**src/rtl/meduram_bist_pkg.sv**
```systemverilog
// rtl/meduram_bist_pkg.sv - shared types, constants and pattern function for the meduram BIST
package meduram_bist_pkg;

  localparam int MAX_RD_LATENCY = 4;
  localparam int MAX_DATA_WIDTH = 64;

  typedef enum logic [2:0] {
    ST_IDLE  = 3'd0,
    ST_WRITE = 3'd1,
    ST_READ  = 3'd2,
    ST_DRAIN = 3'd3,
    ST_DONE  = 3'd4
  } bist_state_e;

  // Address-derived test word; callers cast the result down to their data width.
  function automatic logic [MAX_DATA_WIDTH-1:0] bist_pattern(
    input logic [MAX_DATA_WIDTH-1:0] seed,
    input logic [MAX_DATA_WIDTH-1:0] addr,
    input logic                      invert
  );
    logic [MAX_DATA_WIDTH-1:0] sum;
    sum = seed + addr;
    return invert ? ~sum : sum;
  endfunction

endpackage

```
**src/rtl/meduram_bist_checker.sv**
```systemverilog
// rtl/meduram_bist_checker.sv - read-data checker: expected-address pipeline, compare, error statistics
module meduram_bist_checker
  import meduram_bist_pkg::*;
#(
  parameter int ADDR_WIDTH    = 8,
  parameter int DATA_WIDTH    = 32,
  parameter int RD_LATENCY    = 1,
  parameter int ERR_CNT_WIDTH = 16
) (
  input  logic                     aclk,
  input  logic                     aresetn,
  input  logic                     clear,
  input  logic                     rd_issue,
  input  logic [ADDR_WIDTH-1:0]    rd_addr,
  input  logic [DATA_WIDTH-1:0]    rddata,
  input  logic [DATA_WIDTH-1:0]    seed,
  input  logic                     invert,
  output logic [ERR_CNT_WIDTH-1:0] err_count,
  output logic [ADDR_WIDTH-1:0]    err_addr
);

  logic [RD_LATENCY-1:0]    vld_q, vld_d;
  logic [ADDR_WIDTH-1:0]    addr_q [RD_LATENCY];
  logic [ADDR_WIDTH-1:0]    addr_d [RD_LATENCY];
  logic [ERR_CNT_WIDTH-1:0] err_count_q, err_count_d;
  logic [ADDR_WIDTH-1:0]    err_addr_q, err_addr_d;
  logic [DATA_WIDTH-1:0]    exp_data;
  logic                     mismatch;

  // Stage 0 captures the read the RAM samples this edge; the tail lines up with rddata.
  always_comb begin
    vld_d       = vld_q;
    addr_d      = addr_q;
    err_count_d = err_count_q;
    err_addr_d  = err_addr_q;
    exp_data    = DATA_WIDTH'(bist_pattern(MAX_DATA_WIDTH'(seed),
                                           MAX_DATA_WIDTH'(addr_q[RD_LATENCY-1]), invert));
    mismatch    = vld_q[RD_LATENCY-1] && (rddata != exp_data);

    vld_d[0]  = rd_issue & ~clear;
    addr_d[0] = rd_addr;
    for (int i = 1; i < RD_LATENCY; i++) begin
      vld_d[i]  = vld_q[i-1] & ~clear;
      addr_d[i] = addr_q[i-1];
    end

    if (clear) begin
      err_count_d = '0;
      err_addr_d  = '0;
    end else if (mismatch) begin
      if (err_count_q == '0) err_addr_d = addr_q[RD_LATENCY-1];
      if (err_count_q != '1) err_count_d = err_count_q + ERR_CNT_WIDTH'(1);
    end
  end

  // Pipeline and statistics registers; reset drops any in-flight compares.
  always_ff @(posedge aclk) begin
    if (!aresetn) begin
      vld_q       <= '0;
      err_count_q <= '0;
      err_addr_q  <= '0;
      for (int i = 0; i < RD_LATENCY; i++) addr_q[i] <= '0;
    end else begin
      vld_q       <= vld_d;
      addr_q      <= addr_d;
      err_count_q <= err_count_d;
      err_addr_q  <= err_addr_d;
    end
  end

  assign err_count = err_count_q;
  assign err_addr  = err_addr_q;

endmodule

```
**src/rtl/meduram_bist.sv**
```systemverilog
// rtl/meduram_bist.sv - meduram write/read BIST initiator; MEDURAM_BIST_INVERT_PASS_EN adds an inverted second pass
module meduram_bist
  import meduram_bist_pkg::*;
#(
  parameter int ADDR_WIDTH    = 8,
  parameter int RAM_DEPTH     = 2**ADDR_WIDTH,
  parameter int DATA_WIDTH    = 32,
  parameter int RD_LATENCY    = 1,
  parameter int ERR_CNT_WIDTH = 16
) (
  input  logic                     aclk,
  input  logic                     aresetn,
  input  logic                     start,
  input  logic [DATA_WIDTH-1:0]    seed,
  output logic                     busy,
  output logic                     done,
  output logic                     pass,
  output logic [ERR_CNT_WIDTH-1:0] err_count,
  output logic [ADDR_WIDTH-1:0]    err_addr,
  output logic                     wren,
  output logic [ADDR_WIDTH-1:0]    wraddr,
  output logic [DATA_WIDTH-1:0]    wrdata,
  output logic                     rden,
  output logic [ADDR_WIDTH-1:0]    rdaddr,
  input  logic [DATA_WIDTH-1:0]    rddata
);

  localparam int                    DRAIN_W    = $clog2(MAX_RD_LATENCY + 1);
  localparam logic [ADDR_WIDTH-1:0] LAST_ADDR  = ADDR_WIDTH'(RAM_DEPTH - 1);
  localparam logic [DRAIN_W-1:0]    DRAIN_LAST = DRAIN_W'(RD_LATENCY);

  bist_state_e             state_q, state_d;
  logic [ADDR_WIDTH-1:0]   cnt_q, cnt_d;
  logic [DRAIN_W-1:0]      drain_q, drain_d;
  logic [DATA_WIDTH-1:0]   seed_q, seed_d;
  logic                    pass_q, pass_d;
  logic                    busy_q, busy_d;
  logic                    done_q, done_d;
  logic                    wren_q, wren_d;
  logic                    rden_q, rden_d;
  logic [ADDR_WIDTH-1:0]   wraddr_q, wraddr_d;
  logic [ADDR_WIDTH-1:0]   rdaddr_q, rdaddr_d;
  logic [DATA_WIDTH-1:0]   wrdata_q, wrdata_d;
  logic                    clear;
  logic [ERR_CNT_WIDTH-1:0] chk_err_count;
  logic [ADDR_WIDTH-1:0]   chk_err_addr;
`ifdef MEDURAM_BIST_INVERT_PASS_EN
  logic                    inv_q, inv_d;
`endif

  // Sequencer; outputs are registered copies of the next state so the first write follows start directly.
  always_comb begin
    state_d = state_q;
    cnt_d   = cnt_q;
    drain_d = drain_q;
    seed_d  = seed_q;
    pass_d  = pass_q;
    clear   = 1'b0;
`ifdef MEDURAM_BIST_INVERT_PASS_EN
    inv_d   = inv_q;
`endif
    case (state_q)
      ST_IDLE, ST_DONE: begin
        if (start) begin
          state_d = ST_WRITE;
          cnt_d   = '0;
          seed_d  = seed;
          pass_d  = 1'b0;
          clear   = 1'b1;
`ifdef MEDURAM_BIST_INVERT_PASS_EN
          inv_d   = 1'b0;
`endif
        end
      end
      ST_WRITE: begin
        if (cnt_q == LAST_ADDR) begin
          cnt_d   = '0;
          state_d = ST_READ;
        end else begin
          cnt_d = cnt_q + ADDR_WIDTH'(1);
        end
      end
      ST_READ: begin
        if (cnt_q == LAST_ADDR) begin
          cnt_d   = '0;
          drain_d = '0;
          state_d = ST_DRAIN;
        end else begin
          cnt_d = cnt_q + ADDR_WIDTH'(1);
        end
      end
      ST_DRAIN: begin
        // The last compare lands on the edge where drain_q==DRAIN_LAST-1; DONE waits one
        // more edge so pass sees the settled error count.
        drain_d = drain_q + DRAIN_W'(1);
`ifdef MEDURAM_BIST_INVERT_PASS_EN
        if (!inv_q && (drain_q == DRAIN_LAST - DRAIN_W'(1))) begin
          state_d = ST_WRITE;
          cnt_d   = '0;
          inv_d   = 1'b1;
        end else if (drain_q == DRAIN_LAST) begin
          state_d = ST_DONE;
          pass_d  = (chk_err_count == '0);
        end
`else
        if (drain_q == DRAIN_LAST) begin
          state_d = ST_DONE;
          pass_d  = (chk_err_count == '0);
        end
`endif
      end
      default: state_d = ST_IDLE;
    endcase

    wren_d   = (state_d == ST_WRITE);
    rden_d   = (state_d == ST_READ);
    wraddr_d = wren_d ? cnt_d : wraddr_q;
    rdaddr_d = rden_d ? cnt_d : rdaddr_q;
`ifdef MEDURAM_BIST_INVERT_PASS_EN
    wrdata_d = wren_d ? DATA_WIDTH'(bist_pattern(MAX_DATA_WIDTH'(seed_d), MAX_DATA_WIDTH'(cnt_d), inv_d))
                      : wrdata_q;
`else
    wrdata_d = wren_d ? DATA_WIDTH'(bist_pattern(MAX_DATA_WIDTH'(seed_d), MAX_DATA_WIDTH'(cnt_d), 1'b0))
                      : wrdata_q;
`endif
    busy_d   = (state_d == ST_WRITE) || (state_d == ST_READ) || (state_d == ST_DRAIN);
    done_d   = (state_d == ST_DONE);
  end

  // State, counter and registered RAM/status outputs.
  always_ff @(posedge aclk) begin
    if (!aresetn) begin
      state_q  <= ST_IDLE;
      cnt_q    <= '0;
      drain_q  <= '0;
      seed_q   <= '0;
      pass_q   <= 1'b0;
      busy_q   <= 1'b0;
      done_q   <= 1'b0;
      wren_q   <= 1'b0;
      rden_q   <= 1'b0;
      wraddr_q <= '0;
      rdaddr_q <= '0;
      wrdata_q <= '0;
`ifdef MEDURAM_BIST_INVERT_PASS_EN
      inv_q    <= 1'b0;
`endif
    end else begin
      state_q  <= state_d;
      cnt_q    <= cnt_d;
      drain_q  <= drain_d;
      seed_q   <= seed_d;
      pass_q   <= pass_d;
      busy_q   <= busy_d;
      done_q   <= done_d;
      wren_q   <= wren_d;
      rden_q   <= rden_d;
      wraddr_q <= wraddr_d;
      rdaddr_q <= rdaddr_d;
      wrdata_q <= wrdata_d;
`ifdef MEDURAM_BIST_INVERT_PASS_EN
      inv_q    <= inv_d;
`endif
    end
  end

  meduram_bist_checker #(
    .ADDR_WIDTH    (ADDR_WIDTH),
    .DATA_WIDTH    (DATA_WIDTH),
    .RD_LATENCY    (RD_LATENCY),
    .ERR_CNT_WIDTH (ERR_CNT_WIDTH)
  ) u_checker (
    .aclk      (aclk),
    .aresetn   (aresetn),
    .clear     (clear),
    .rd_issue  (rden_q),
    .rd_addr   (rdaddr_q),
    .rddata    (rddata),
    .seed      (seed_q),
`ifdef MEDURAM_BIST_INVERT_PASS_EN
    .invert    (inv_q),
`else
    .invert    (1'b0),
`endif
    .err_count (chk_err_count),
    .err_addr  (chk_err_addr)
  );

  assign busy      = busy_q;
  assign done      = done_q;
  assign pass      = pass_q;
  assign err_count = chk_err_count;
  assign err_addr  = chk_err_addr;
  assign wren      = wren_q;
  assign wraddr    = wraddr_q;
  assign wrdata    = wrdata_q;
  assign rden      = rden_q;
  assign rdaddr    = rdaddr_q;

endmodule
```
**config.mk**
```make
export PLATFORM = sky130hd
export DESIGN_NAME = meduram_bist
export DESIGN_NICKNAME = d
export VERILOG_FILES = /design/src/rtl/meduram_bist_pkg.sv /design/src/rtl/meduram_bist_checker.sv /design/src/rtl/meduram_bist.sv
export SDC_FILE = /design/constraint.sdc
export NUM_CORES = 1
export LEC_CHECK = 0
export CORE_ASPECT_RATIO = 0.75
export CORE_MARGIN = 1
export CORE_UTILIZATION = 53
export CTS_CLUSTER_SIZE = 28
export DETAILED_ROUTE_END_ITERATION = 7
export GPL_TIMING_DRIVEN = 0
export HOLD_SLACK_MARGIN = 0.06
export PLACE_DENSITY = 0.87
export SYNTH_ARGS = -nofsm -noshare
export SYNTH_HDL_FRONTEND = slang
export SYNTH_SLANG_ARGS = --single-unit
```
**constraint.sdc**
```tcl
create_clock -name aclk -period 6.65 [get_ports aclk]
set_input_delay 0.9975 -clock aclk [delete_from_list [all_inputs] [get_ports aclk]]
set_output_delay 0.9975 -clock aclk [all_outputs]
set_load 0.03 [all_outputs]
```
[Word level (Yosys, flattened, before mapping)]
Index checks and enable logic that the tools add are counted.
Cells by class
  mux-type cells: 17
  add/sub/neg operators: 5
  bitwise operators: 3
  equal/unequal tests: 15
  reductions and logical operators: 14
Operators by type and width (number)
  $add 32x8->32: 2
  $mux 32: 2
  $ne 32x32->1: 1
  $add 16x1->16 const B: 1
  $logic_not 16->1: 1
  $mux 8: 2
  $ne 16x16->1 const B: 1
  $pmux 8 s2: 1
  $mux 3: 5
  $eq 3x2->1 const B: 4
  $pmux 3 s4: 1
  $eq 3x1->1 const B: 3
  $add 8x1->8 const B: 1
  $eq 8x8->1 const B: 1
  $eq 3x3->1 const B: 2
  $ne 2x2->1 const B: 3
  $pmux 3 s2: 1
  $reduce_and 2->1: 3
  $reduce_or 2->1: 3
  $mux 1: 4
  $reduce_bool 2->1: 2
  $add 3x1->3 const B: 1
  $logic_not 3->1: 1
  $reduce_and 3->1: 1
  5 further kinds: 7
Storage, ports and cells
  input port bits: 67
  output and inout port bits: 77
  flip-flop bits (word level): 132
  word-level logic and storage cells: 70

[Depth between registers and ports, before layout]
  depth in word-level cells: 6
  gate-level depth with buffers: 19

[By module]
From an unflattened synthesis, not the netlist that was laid out.
Unflattened totals
  cell total of the unflattened synthesis: 1041
  area, all modules: 8421.8 um2
By module, submodules not included
  meduram_bist: times used 1, cells an instance 619, area an instance 5074.9 um2
  meduram_bist_checker: times used 1, cells an instance 422, area an instance 3347.0 um2

[Worst setup path before layout]
No wires, ideal clock.
  path type: input port to flip-flop
  start point: input port start
  end point: register wrdata_q[9], in the netlist wrdata[9]
  library setup time: 0.115 ns
  arrival: 4.923 ns
  stages: 18
  path buffers: 4
  path slack: 1.612 ns
  cell sequence: nor3b_1 > buf_2 > buf_2 > buf_1 > nor2_1 > a22oi_1 > inv_1 > ha_1 > a21o_1 > a21oi_1 > o21ai_0 > a31o_2 > a21oi_1 > clkbuf_1 > or2_2 > xnor2_1 > o21ai_0 > and2_1
On the way
  cells in the longest elaborated chain, start to end: 3
  elaborated cells on any way between the ends: 8
RTL lines
  start: declaration: RTL line meduram_bist.sv:13  | input logic start,
  $mux 8: RTL line meduram_bist.sv:64  | if (start) begin
  $pmux 8 s2: RTL line meduram_bist.sv:62  | case (state_q)
  net cnt_d[1]: RTL line meduram_bist.sv:33  | logic [ADDR_WIDTH-1:0] cnt_q, cnt_d;
  $add 32x8->32: RTL line meduram_bist_pkg.sv:22  | sum = seed + addr;
  end signal: assignment: RTL line meduram_bist.sv:160  | wrdata_q <= wrdata_d;
  end: declaration: RTL line meduram_bist.sv:43  | logic [DATA_WIDTH-1:0] wrdata_q, wrdata_d;
The timed path passes the listed nets, and every way through them passes these cells.
A chain may end at the register's enable or synchronous reset.

[Final worst setup path]
  start point: input port start
  end point: register wrdata_q[21], in the netlist wrdata[21]
The elaborated chain is that of the path after synthesis.

==> reports/results.ini <==
[critical_path]
cpPeakStageDelay_ns = 0.56
cp_max_fo = 19
r2r_setup_slack_ns = 1.22
rr_endpoint = wrdata[21]
crit_required_ns = 6.98
path_cells = clkdlybuf4s50_1 > nor3b_1 > buf_2 > buf_2 > nor2_1 > a22oi_1 > inv_1 > ha_1 > a21o_1 > a21oi_1 > o21ai_0 > a31o_2 > a21oi_1 > clkbuf_1 > nand4b_1 > xor2_1 > nand2_1 > a21boi_0
crit_path_end_kind = flip-flop
critPathSlowestCell = clkdlybuf4s50_1
reg2reg_depth = 17
path_class = in -> reg
rr_startpoint = state_q[0]
worstPathArrival_ns = 6.59
cp-start-kind = input pin

[placement]
place_hpwl_um = 15900
finalWeightedCongestion = 0.920
pre_cts_slack_ns = -0.169
port_buffers = 142

[yosys]
seq_area_frac_synth = 0.361
yosysUniqueCellTypes = 61
netlist_area_um2 = 7330
synth-edff-count = 0
ys_ff_latch = 132
syn_inst = 873
syn-num-nets = 963
ys_warn_count = 0
ys.flop_type = dfxtp_1
async_reset_ff_frac = 0
syn_avg_cell_area_um2 = 8.40

[min_path]
hp-class = reg -> reg
min_from = rdaddr[1]
hold_end = u_checker.addr_q[1]
min_delay_path_depth = 2

[clocking]
clkLatencyLatePin_ns = 0.42
cts_root_buf = clkbuf_16
htree_levels = 4
cts_sinks = 132
clockBufferDepth = 2
ctsResizeCount = 0
cts_tree = done
path_clk_slew_ns = 0.06
cts_setup_buffers = 0
numCtsBuffers = 17

[floorplan]
die_h_um = 104
die_x_um = 138
num_rows = 36
ios = 144
start_util = 0.553
dieArea_um2 = 14300
coreArea_um2 = 13200

[detailed_routing]
first_iter_violations = 773
vias = 7349
antenna_left = 0
wl_per_cell_um = 18.1
viasPerCell = 6.04
drtPass1Iterations = 6
drt_wl_total_um = 22000
drc = 0

[grt]
grt.overflow.total = 0
grt_pass1_vias = 6732
grt_max_degree = 17
grt.total_usage = 0.314
antenna_found_initial = 0
grt_pass1_wl_um = 34700

[sta]
rsz0062_at_grt = false
hold_viol_final = 0
period_minus_slack_ns = 6.25
postLayoutSetupSlackWorst_ns = 0.397
worst_pin_slew_ns = 1.00
setup_viol = 0
slew_headroom = 0.324
fin_skew_ns = 0.0105
fin_crit_sh = 0.940
slew_violations = 0
clock.fmax_mhz = 160

[run]
maxCapViolations = 0

[final_layout]
final_cell_mix = clkdlybuf4s50_1, nand2_1, dfxtp_1
mostFrequentLayoutCell = clkdlybuf4s50_1
n_fill_cell = 938
finalNetCount = 1123
antenna_cells = 0
drive_gt1_frac = 0.0507
area_delta_synth_final_pct = 31.3

[power]
p_leak_nw = 3.81
ir_drop_mv = 0.184
power.density_nw_per_um2 = 238
finalPower_mw = 2.29

[outcome]
outcome = complete, no violations

-- cell type report --
class                           count  area [um^2]  share of cell area
Multi-Input combinational cell    675         4420               0.459
Sequential cell                   132         2640               0.275
Timing Repair Buffer              142         1420               0.148
Clock buffer                       18          439              0.0456
Clock inverter                     14          225              0.0234
Tap cell                          171          214              0.0222
Buffer                             38          163              0.0169
Inverter                           27          101              0.0105
-- worst max-delay path, delay by kind of cell --
kind / cells / cell delay [ns]
simple gates: 4 / 1.05
compound gates: 7 / 1.92
buf+inv: 5 / 2.03
xor+xnor: 1 / 0.26
fa+ha+maj: 1 / 0.32
-- logic make-up (layout without fill, tap and decap cells) --
kind of cell / count (synthesis) / in the layout / synth area share
buffers and inverters: 66 / 239 / 0.0365
and+or+nand+nor: 365 / 365 / 0.257
adders and majority gates: 23 / 23 / 0.0413
AOI/OAI and AO/OA: 173 / 173 / 0.161
xor gates and xnor gates: 74 / 74 / 0.0884
muxes: 40 / 40 / 0.0548
DFF: 132 / 132 / 0.361
-- where the power goes --
part	switching, mW	total, mW	internal (mW)
registers	0.0303	0.856	0.826
clock network	0.383	1.06	0.681
logic	0.210	0.368	0.158
-- cells in the mapped netlist (all sizes together) (6+ instances only) --
cell / count / area share
nand2: 136 / 0.070
dfxtp: 132 / 0.36
xnor2: 51 / 0.061
nor2b: 40 / 0.034
o21ai: 40 / 0.027
mux2i: 39 / 0.053
a21oi: 35 / 0.024
clkbuf: 30 / 0.015
nor2: 30 / 0.015
nand3: 29 / 0.020
inv: 27 / 0.014
and2: 26 / 0.022
xor2: 23 / 0.027
ha: 21 / 0.036
nor3: 16 / 0.012
a21boi: 12 / 0.012
and3: 12 / 0.010
nand4: 11 / 0.0094
or3: 11 / 0.0094
a31oi: 10 / 0.0085
o211a: 10 / 0.014
o211ai: 10 / 0.010
buf: 9 / 0.0073
a21o: 8 / 0.0082
a22oi: 8 / 0.0082
nor4: 8 / 0.0068
or4: 8 / 0.0087
a211oi: 7 / 0.0089
and4: 7 / 0.0084
nand2b: 7 / 0.0060
o21a: 7 / 0.0072
nand3b: 6 / 0.0061
nor3b: 6 / 0.0061
nor4b: 6 / 0.0072
o31ai: 6 / 0.0080
-- routing by layer --
layer  share of wire  up-vias  global-route usage
met3            0.12       57              0.0803
met1            0.43     3439               0.442
met4           0.025        0               0.109
met2            0.43      454               0.460
met5               0        -                   0
li1                -     3399                   -
-- how the worst max path moves through the flow --
stage | start | to | slack, ns | cells past startpoint
floorplan | start | wrdata[9] | 1.61 | 18
global placement | start | wrdata[21] | -0.11 | 19
detailed placement | start | wrdata[21] | -0.17 | 19
CTS | start | wrdata[21] | 0.20 | 19
global route | start | wrdata[21] | 0.25 | 18
finish | start | wrdata[21] | 0.40 | 18
-- registers in the layout, indices dropped and copies added, names as in the netlist --
| name | cells |
|---|---|
| rdaddr | 8 |
| state_q | 3 |
| pass | 1 |
| seed_q | 32 |
| drain_q | 3 |
| cnt_q | 8 |
| rden | 1 |
| u_checker.err_addr | 8 |
| u_checker.addr_q | 8 |
| u_checker.err_count | 16 |
| busy | 1 |
| u_checker.vld_q | 1 |
| wraddr | 8 |
| done | 1 |
| wren | 1 |
| wrdata | 32 |
-- repair_timing --
action,in CTS,in global routing
endpoints found under the setup margin,0,6
hold endpoints to repair,0,0
hold buffers,0,0
-- through the flow --
| step | std cells | cell area (um^2) | setup TNS [ns] | util | hold WS, ns |
|---|---|---|---|---|---|
| 3_5_place_dp | 1186 | 8960 | -0.296 | 0.677 | 0.448 |
| 4_1_cts | 1218 | 9630 | 0 | 0.727 | 0.461 |
| 3_3_place_gp | 1186 | 8960 | -0.138 | 0.677 | 0.443 |
| 2_1_floorplan | 873 | 7330 | 0 | - | 0.442 |
| 5_1_grt | 1217 | 9630 | 0 | 0.727 | 0.491 |
| 6_report | 1217 | 9630 | 0 | 0.727 | 0.461 |
Note: power is estimated with default switching activity, not from simulation.
